[src/rtl/temp_sensor_pkg.sv]
// Shared widths and the sequencer state encoding for the temperature sensor
// sequencer / averager.
package temp_sensor_pkg;
  localparam int DOUT_W = 24;
  localparam int ACC_W  = 31;
  localparam int CNT_W  = 8;

  typedef enum logic [2:0] {
    ST_IDLE,
    ST_ARM,
    ST_WAIT_DONE,
    ST_CAPTURE,
    ST_OUT
  } state_e;
endpackage

[src/rtl/temp_done_sync.sv]
// Brings the asynchronous sensor DONE level into the CLK_REF domain and
// produces a single-cycle pulse on its rising edge.
module temp_done_sync #(
  parameter int SYNC_STAGES = 2
) (
  input  logic clk,
  input  logic rst,
  input  logic din,
  output logic rise
);
  logic [SYNC_STAGES-1:0] sync_q, sync_d;
  logic                   hist_q, hist_d;

  always_comb begin
    sync_d = {sync_q[SYNC_STAGES-2:0], din};
    hist_d = sync_q[SYNC_STAGES-1];
  end

  always_ff @(posedge clk) begin
    if (rst) begin
      sync_q <= '0;
      hist_q <= 1'b0;
    end else begin
      sync_q <= sync_d;
      hist_q <= hist_d;
    end
  end

  assign rise = sync_q[SYNC_STAGES-1] & ~hist_q;
endmodule

[src/rtl/temp_sensor_seq_avg.sv]
// Sequences the temperature sensor macro (enable, counter reset, wait for
// DONE), averages 2^win_log2 conversions and publishes the result.
module temp_sensor_seq_avg
  import temp_sensor_pkg::*;
#(
  parameter int RST_CYCLES     = 4,
  parameter int TIMEOUT_CYCLES = 1048576,
  parameter int SYNC_STAGES    = 2
) (
  input  logic              CLK_REF,
  input  logic              RESET,
  input  logic              enable,
  input  logic [2:0]        avg_log2,
  input  logic [DOUT_W-1:0] thresh_hi,
  input  logic [DOUT_W-1:0] sens_dout,
  input  logic              sens_done,
  output logic              sens_en,
  output logic              sens_reset_n,
  output logic [DOUT_W-1:0] avg_dout,
  output logic              avg_valid,
  input  logic              avg_ready,
  output logic              alarm,
  output logic              timeout_err,
  output logic              busy
);
  localparam int TO_W  = $clog2(TIMEOUT_CYCLES + 1);
  localparam int CYC_W = (TO_W > 4) ? TO_W : 4;
  localparam logic [CYC_W-1:0] ARM_LAST = CYC_W'(RST_CYCLES - 1);
  localparam logic [CYC_W-1:0] TO_LAST  = CYC_W'(TIMEOUT_CYCLES - 1);

  state_e            state_q, state_d;
  logic [CYC_W-1:0]  cyc_q, cyc_d;
  logic [ACC_W-1:0]  acc_q, acc_d;
  logic [CNT_W-1:0]  cnt_q, cnt_d;
  logic [2:0]        win_q, win_d;
  logic [DOUT_W-1:0] avg_dout_q, avg_dout_d;
  logic              avg_valid_q, avg_valid_d;
  logic              alarm_q, alarm_d;
  logic              timeout_err_q, timeout_err_d;

  logic              done_rise;
  logic [ACC_W-1:0]  acc_sum;
  logic [DOUT_W-1:0] avg_next;
  logic [CNT_W-1:0]  cnt_inc;

  temp_done_sync #(.SYNC_STAGES(SYNC_STAGES)) u_done_sync (
    .clk  (CLK_REF),
    .rst  (RESET),
    .din  (sens_done),
    .rise (done_rise)
  );

  // avg_valid/avg_ready: a result transfers on any cycle where both are high.
  // Once raised, avg_valid and avg_dout stay fixed until that transfer, and
  // no new conversion starts meanwhile, so backpressure never drops data.
  always_comb begin
    state_d       = state_q;
    cyc_d         = cyc_q;
    acc_d         = acc_q;
    cnt_d         = cnt_q;
    win_d         = win_q;
    avg_dout_d    = avg_dout_q;
    avg_valid_d   = avg_valid_q;
    alarm_d       = alarm_q;
    timeout_err_d = timeout_err_q;
    acc_sum       = acc_q + ACC_W'(sens_dout);
    avg_next      = DOUT_W'(acc_sum >> win_q);
    cnt_inc       = cnt_q + CNT_W'(1);

    unique case (state_q)
      ST_IDLE: begin
        if (enable) begin
          win_d   = avg_log2;
          acc_d   = '0;
          cnt_d   = '0;
          cyc_d   = '0;
          state_d = ST_ARM;
        end
      end
      ST_ARM: begin
        if (cyc_q == ARM_LAST) begin
          cyc_d   = '0;
          state_d = ST_WAIT_DONE;
        end else begin
          cyc_d = cyc_q + CYC_W'(1);
        end
      end
      ST_WAIT_DONE: begin
        if (done_rise) begin
          cyc_d   = '0;
          state_d = ST_CAPTURE;
        end else if (cyc_q == TO_LAST) begin
          // A lost conversion poisons the window, so restart it from scratch.
          timeout_err_d = 1'b1;
          acc_d         = '0;
          cnt_d         = '0;
          cyc_d         = '0;
          state_d       = ST_ARM;
        end else begin
          cyc_d = cyc_q + CYC_W'(1);
        end
      end
      ST_CAPTURE: begin
        acc_d = acc_sum;
        cnt_d = cnt_inc;
        if (cnt_inc == (CNT_W'(1) << win_q)) begin
          avg_dout_d  = avg_next;
          alarm_d     = (avg_next >= thresh_hi);
          avg_valid_d = 1'b1;
          state_d     = ST_OUT;
        end else begin
          state_d = ST_ARM;
        end
      end
      ST_OUT: begin
        if (avg_ready) begin
          avg_valid_d = 1'b0;
          win_d       = avg_log2;
          acc_d       = '0;
          cnt_d       = '0;
          cyc_d       = '0;
          state_d     = ST_ARM;
        end
      end
      default: state_d = ST_IDLE;
    endcase

    if (state_q != ST_IDLE && !enable) begin
      state_d       = ST_IDLE;
      acc_d         = '0;
      cnt_d         = '0;
      cyc_d         = '0;
      avg_valid_d   = 1'b0;
      timeout_err_d = 1'b0;
    end
  end

  always_ff @(posedge CLK_REF) begin
    if (RESET) begin
      state_q       <= ST_IDLE;
      cyc_q         <= '0;
      acc_q         <= '0;
      cnt_q         <= '0;
      win_q         <= '0;
      avg_dout_q    <= '0;
      avg_valid_q   <= 1'b0;
      alarm_q       <= 1'b0;
      timeout_err_q <= 1'b0;
    end else begin
      state_q       <= state_d;
      cyc_q         <= cyc_d;
      acc_q         <= acc_d;
      cnt_q         <= cnt_d;
      win_q         <= win_d;
      avg_dout_q    <= avg_dout_d;
      avg_valid_q   <= avg_valid_d;
      alarm_q       <= alarm_d;
      timeout_err_q <= timeout_err_d;
    end
  end

  assign sens_en      = (state_q != ST_IDLE);
  assign sens_reset_n = (state_q == ST_WAIT_DONE) || (state_q == ST_CAPTURE) ||
                        (state_q == ST_OUT);
  assign busy         = (state_q != ST_IDLE);
  assign avg_dout     = avg_dout_q;
  assign avg_valid    = avg_valid_q;
  assign alarm        = alarm_q;
  assign timeout_err  = timeout_err_q;
endmodule

[config.mk]
export PLATFORM = sky130hd
export DESIGN_NAME = temp_sensor_seq_avg
export DESIGN_NICKNAME = d
export VERILOG_FILES = /design/src/rtl/temp_sensor_pkg.sv /design/src/rtl/temp_done_sync.sv /design/src/rtl/temp_sensor_seq_avg.sv
export SDC_FILE = /design/constraint.sdc
export NUM_CORES = 1
export LEC_CHECK = 0
export BUFFER_PORTS_ARGS = -buffer_cell sky130_fd_sc_hd__buf_2
export CAP_MARGIN = 40
export CORE_AREA = 4 4 138 240
export CTS_BUF_LIST = sky130_fd_sc_hd__clkbuf_4 sky130_fd_sc_hd__clkbuf_8
export DETAILED_ROUTE_END_ITERATION = 10
export DIE_AREA = 0 0 142 244
export PLACE_DENSITY = 0.46
export SLEW_MARGIN = 20
export SYNTH_ARGS = -nofsm -noshare
export SYNTH_HDL_FRONTEND = slang
export SYNTH_SLANG_ARGS = --single-unit
[constraint.sdc]
create_clock -name CLK_REF -period 4.57 [get_ports CLK_REF]
set_input_delay 0.6855 -clock CLK_REF [delete_from_list [all_inputs] [get_ports CLK_REF]]
set_output_delay 0.6855 -clock CLK_REF [all_outputs]
set_load 0.02 [all_outputs]
==> flow_summary.yaml, run 1 <==
outcome:
  status: "completed"
timing:
  holdWs_ns: 0.4554
  fmax_ghz: 0.2345
  finalCritPeriodShare_pct: 93.31
  setup_viol: 0
  timing.slew.headroom_pct: 46.63
  worst_pin_slew_ns: 0.7984
  rsz0062_at_grt: "false"
  drv_slew: 0
  final.setup_skew_ns: 0.02037
  final_hold_viol_count: 0
  fin_crit_ns: 4.264
layout:
  regArea_um2: 1922
  nFillCells: 3402
  area_growth_pct: 27.49
  multiInputGateArea_um2: 5421
  finalNonFillerCells: 1600
  final_nets: 1305
  drive_gt1_share_pct: 26.27
  final_area_um2: 9863
  post-route-util_pct: 31.50
route:
  vias: 8022
  routed_via_density: 5.014
  first_iter_violations: 420
  final_antenna_net_count: 0
  wl_per_cell_um: 17.11
  drtPass1Iterations: 5
  wl_um: 27380
  drc_errors: 0
yosys:
  synth_nets: 1104
  yosys.area.top_type: "dfxtp_1"
  yosys_most_used_dff: "dfxtp_1"
  yosysSeqAreaShare_pct: 24.84
  synth-edff-count: 0
  yosys_warnings: 0
  synth_most_common_cell: "nor2_1"
  ys_seq_elements: 96
  ys_top_cells_by_area: "dfxtp_1 (25%), ha_1 (8.1%), nor2_1 (7.0%)"
  yosys.area.top_type_share_pct: 24.84
  synthTopCellsByCount: "nor2_1 (144), dfxtp_1 (96), nand2_1 (76)"
  ys_async_sr_fraction_pct: 0
  synthCells: 997
  syn_area_um2: 7736
  synth.avg_cell_area_um2: 7.759
  ys_types: 88
cts:
  clk_path_buf_depth: 2
  path_clk_slew_ns: 0.11
  hold_buffers: 0
  cts_setup_buffers: 0
  cts_made_buffers: 9
  cts_htree_levels: 3
  cts_sinks: 96
  root_buffer: "clkbuf_8"
  post_cts_resized: 0
  clock_latency_ns: 0.43
  cts_tree: "yes"
placement:
  placed_area_um2: 9630
  globalplace.congestion: 0.8953
  portBuffers: 85
  dp_hpwl_um: 21920
  place_inst: 1583
min_path:
  worstHoldPathType: "flop to flop"
  hold_start: "u_done_sync.sync_q[0]$_SDFF_PP0_"
worst_setup_path:
  r2r-start: "acc_q[0]$_SDFFE_PP0P_"
  startpoint: "acc_q[0]$_SDFFE_PP0P_"
  cp_max_fo: 4
  endpoint_kind: "flop"
  cp.required_ns: 4.87
  r2r-end: "alarm$_SDFFE_PP0P_"
  crit_path_start_kind: "flop"
  cp-endpoint: "alarm$_SDFFE_PP0P_"
  critPathArrivalTime_ns: 4.56
  ff2ff_path_depth: 21
  critical_path_class: "flop to flop"
  r2r_setup_slack_ns: 0.31
power_and_ir_drop:
  peakVddDrop_uv: 122.6
  powerDensity_nw_per_um2: 251.0
  total_power_w: 0.002476
  p_leak_nw: 4.285
die:
  die_w_um: 142
  die_h_um: 244
  core_um2: 31310
  io_pins: 86
  placementRows: 86
  dieArea_um2: 34650
  start_util_pct: 24.71
global_routing:
  grt_usage_pct: 15.68
  grt_pass1_wl_um: 43370
  antenna_found_initial: 1
  grt_pass1_vias: 8109
  grt_remaining_overflow: 0
  grt_start_max_net_pins: 40
flow_run:
  cap_violations: 0
-- sequential cells by signal, indices dropped and copies added (netlist names) --
register and flops:
acc_q 31, alarm 1, avg_dout 24, avg_valid 1, cnt_q 8, cyc_q 21, state_q 3, timeout_err 1
u_done_sync.hist_q 1, u_done_sync.sync_q 2, win_q 3
-- where the power goes --
part	total [W]	leakage, nW	internal, W	switching, W
Clock	0.000603	0.0939	0.000214	0.000388
Combinational	0.000984	3.42	0.000433	0.000551
Sequential	0.000890	0.775	0.000859	0.0000307
Total	0.00248	4.28	0.00151	0.000969
-- per-stage QoR --
stage	worst slack [ns]	TNS, ns
floorplan	0.1739	0
global placement	-0.3114	-0.3114
detailed placement	-0.3261	-0.3261
CTS	0.07850	0
global route	0.002953	0
finish	0.3058	0
-- worst min-delay path by stage --
stage	to	slack, ns	cells after the start
after floorplan	u_done_sync.sync_q[1]$_SDFF_PP0_	0.41	1
after global placement	u_done_sync.sync_q[1]$_SDFF_PP0_	0.44	1
after detailed placement	u_done_sync.sync_q[1]$_SDFF_PP0_	0.43	1
after CTS	u_done_sync.sync_q[1]$_SDFF_PP0_	0.46	1
after global routing	u_done_sync.sync_q[1]$_SDFF_PP0_	0.48	1
final	u_done_sync.sync_q[1]$_SDFF_PP0_	0.46	1
-- logic make-up after synthesis --
group	count (synthesis)	synth area share (%)
simple gates	378	23.37
compound gates	274	24.47
buf+inv	101	5.467
flops	96	24.84
fa+ha+maj	51	8.345
mux	50	8.184
xor+xnor	47	5.321
-- layout by cell type, fill, tap and decap left out, types with 10 or more instances in the layout --
cell,instances
nor3_1,21
nor4_1,10
mux4_2,10
nor2_1,143
nand2_1,76
a22oi_1,25
xnor2_1,27
nand4_1,17
dfxtp_1,96
xor2_1,19
ha_1,49
a21oi_1,66
mux2i_1,32
buf_2,85
inv_1,40
nand3_1,29
buf_4,163
o21ai_0,44
o211ai_1,12
a21o_1,18
nor2b_1,15
-- cell type report --
type | count | share of cell area (%)
Timing Repair Buffer | 249 | 16.87
Sequential cell | 96 | 19.48
Clock buffer | 9 | 1.256
Multi-Input combinational cell | 800 | 54.97
Inverter | 42 | 1.598
Tap cell | 396 | 5.023
Antenna cell | 1 | 0.02537
Clock inverter | 7 | 0.7738
-- routing by layer --
layer	track usage [%]	vias to the layer above	wire, um
li1	-	4039	-
met4	7.203	0	1077
met2	29.03	150	14440
met1	17.48	3780	11050
met3	1.957	53	806
met5	0	-	0
-- critical path, cell delays in order, from the launching register on --
cell	delay, ns
dfxtp_1	0.36
ha_2	0.21
inv_1	0.06
fa_1	0.37
nand2b_1	0.17
a21oi_1	0.14
buf_4	0.15
nor2_1	0.07
xnor2_2	0.25
mux2i_1	0.18
mux4_2	0.52
ha_1	0.28
nand2b_1	0.14
a21o_1	0.17
a21oi_1	0.16
nor2b_1	0.06
o21ai_0	0.18
a21oi_1	0.12
o31ai_1	0.21
buf_4	0.15
a211o_1	0.11
a211oi_1	0.06
Note: power is estimated with default switching activity, not from simulation.
==> inputs of run 2 (changes only) <==
- BUFFER_PORTS_ARGS: -buffer_cell sky130_fd_sc_hd__buf_2 -> -buffer_cell sky130_fd_sc_hd__buf_4
==> flow_summary.yaml, run 2 (synthesized netlist as in run 1, its figures left out) <==
outcome:
  status: "completed"
route:
  wl_um: 27550
  routed_via_density: 5.050
  drtPass1Iterations: 7
  first_iter_violations: 390
  wl_per_cell_um: 17.25
  final_antenna_net_count: 0
  vias: 8065
  drc_errors: 0
layout:
  final_area_um2: 10050
  regArea_um2: 1922
  post-route-util_pct: 32.11
  layout_common_cells: "buf_4 (244), nor2_1 (143), dfxtp_1 (96)"
  largest_register_ffs: 31
  area_growth_pct: 29.95
  nFillCells: 3366
  largest-register: "acc_q"
  final_nets: 1302
  multiInputGateArea_um2: 5419
  drive_gt1_share_pct: 26.08
  layout_commonest_cell: "buf_4"
power_and_ir_drop:
  peakVddDrop_uv: 131.6
  powerDensity_nw_per_um2: 246.8
  p_leak_nw: 4.315
timing:
  finalCritPeriodShare_pct: 93.05
  setup_viol: 0
  timing.slew.headroom_pct: 45.45
  fin_crit_ns: 4.252
  holdWs_ns: 0.4460
  final_hold_viol_count: 0
  final.setup_skew_ns: 0.01881
  fmax_ghz: 0.2352
  worst_pin_slew_ns: 0.8165
  setup_ws_ns: 0.3178
  drv_slew: 0
global_routing:
  grt_start_max_net_pins: 40
  grt_remaining_overflow: 0
  grt_pass1_vias: 8072
  antenna_found_initial: 1
  grt_pass1_wl_um: 43510
  grt_usage_pct: 15.88
die:
  start_util_pct: 24.71
  die_w_um: 142
  die_h_um: 244
  dieArea_um2: 34650
  core_um2: 31310
  placementRows: 86
  io_pins: 86
worst_setup_path:
  cp_max_fo: 6
  crit_path_start_kind: "flop"
  worst_path_largest_cell_delay_ns: 0.48
  cp_top_family: "compound AO/OA/AOI/OAI gates"
  critPathArrivalTime_ns: 4.56
  startpoint: "acc_q[0]$_SDFFE_PP0P_"
  cp.required_ns: 4.87
  cp_num_buf_inv: 2
  r2r-start: "acc_q[0]$_SDFFE_PP0P_"
  endpoint_kind: "flop"
  slowest_stage: "mux4_2"
  critical_path_class: "flop to flop"
  crit_chain: "ha_1, inv_1, fa_1, nand2b_1, a21oi_1, buf_4, o21ai_2, o21a_2, xnor2_1, mux4_2, and2_0, a221o_1, ha_1, a21o_1, a21o_1, a21oi_1, nor2_1, a2111oi_2, a211oi_1"
placement:
  globalplace.congestion: 0.8655
  dp_hpwl_um: 22190
  placed_area_um2: 9814
  portBuffers: 85
  dp_slack_ns: -0.3698
cts:
  clk_path_buf_depth: 2
  cts_tree: "yes"
  clock_latency_ns: 0.44
  path_clk_slew_ns: 0.11
  cts_setup_buffers: 0
  cts_htree_levels: 3
  cts_sinks: 96
  cts_made_buffers: 9
  root_buffer: "clkbuf_8"
min_path:
  hold_start: "u_done_sync.sync_q[0]$_SDFF_PP0_"
  worstHoldPathType: "flop to flop"
flow_run:
  cap_violations: 0
run 2: cell types whose count changed in the layout (fill, tap and decap cells not counted), sizes merged:
cell	previous run	this run
clkinv	3	5
inv	44	43
clkinvlp	2	1
buf	249	246
run 2: through the flow:
stage | setup TNS [ns] | power [W] | cells
after CTS | 0 | 0.002508 | 1595
after detailed placement | -0.3698 | 0.001898 | 1579
after global routing | -0.01050 | 0.002649 | 1597
after floorplan | 0 | 0.001503 | 997
final | 0 | 0.002481 | 1597
after global placement | -0.2875 | 0.001893 | 1578
run 2: path summary, 6_finish.rpt:
path | slack (ns) | end | depth (start not counted)
max | 0.32 | alarm$_SDFFE_PP0P_ | 19
min | 0.45 | u_done_sync.sync_q[1]$_SDFF_PP0_ | 1
max reg2reg | 0.32 | alarm$_SDFFE_PP0P_ | 19
min reg2reg | 0.45 | u_done_sync.sync_q[1]$_SDFF_PP0_ | 1
run 2: worst register-to-register path: stages, from the launching register on:
cell,delay (ns)
dfxtp_1,0.35
ha_1,0.17
inv_1,0.06
fa_1,0.37
nand2b_1,0.18
a21oi_1,0.14
buf_4,0.15
o21ai_2,0.13
o21a_2,0.29
xnor2_1,0.15
mux4_2,0.48
and2_0,0.17
a221o_1,0.30
ha_1,0.19
a21o_1,0.16
a21o_1,0.18
a21oi_1,0.15
nor2_1,0.06
a2111oi_2,0.33
a211oi_1,0.12
run 2: power by group:
group	switching (W)	total, W	internal [W]
Clock	0.000380	0.000588	0.000209
Sequential	0.0000277	0.000887	0.000859
Combinational	0.000553	0.00101	0.000453
Total	0.000960	0.00248	0.00152
run 2: metal layers:
metal / vias up / GRT usage (%) / wire, um
met2: 190 / 29.33 / 14670
met1: 3787 / 17.71 / 10920
met5: - / 0 / 0
met3: 53 / 2.446 / 960
met4: 0 / 6.751 / 999
li1: 4035 / - / -
run 2: final cells by class:
class	instances	area share [%]
multi-input combinational	800	53.90
clock inverter	7	0.6596
antenna	1	0.02489
inverter	42	1.568
clock buffer	9	1.232
timing repair buffer	246	18.57
sequential	96	19.12
tap	396	4.928
run 2: what timing repair did:
item                                    4_1_cts  5_1_grt
endpoints found under the setup margin        0        1
hold buffers                                  0        0
resized for setup                             0        7
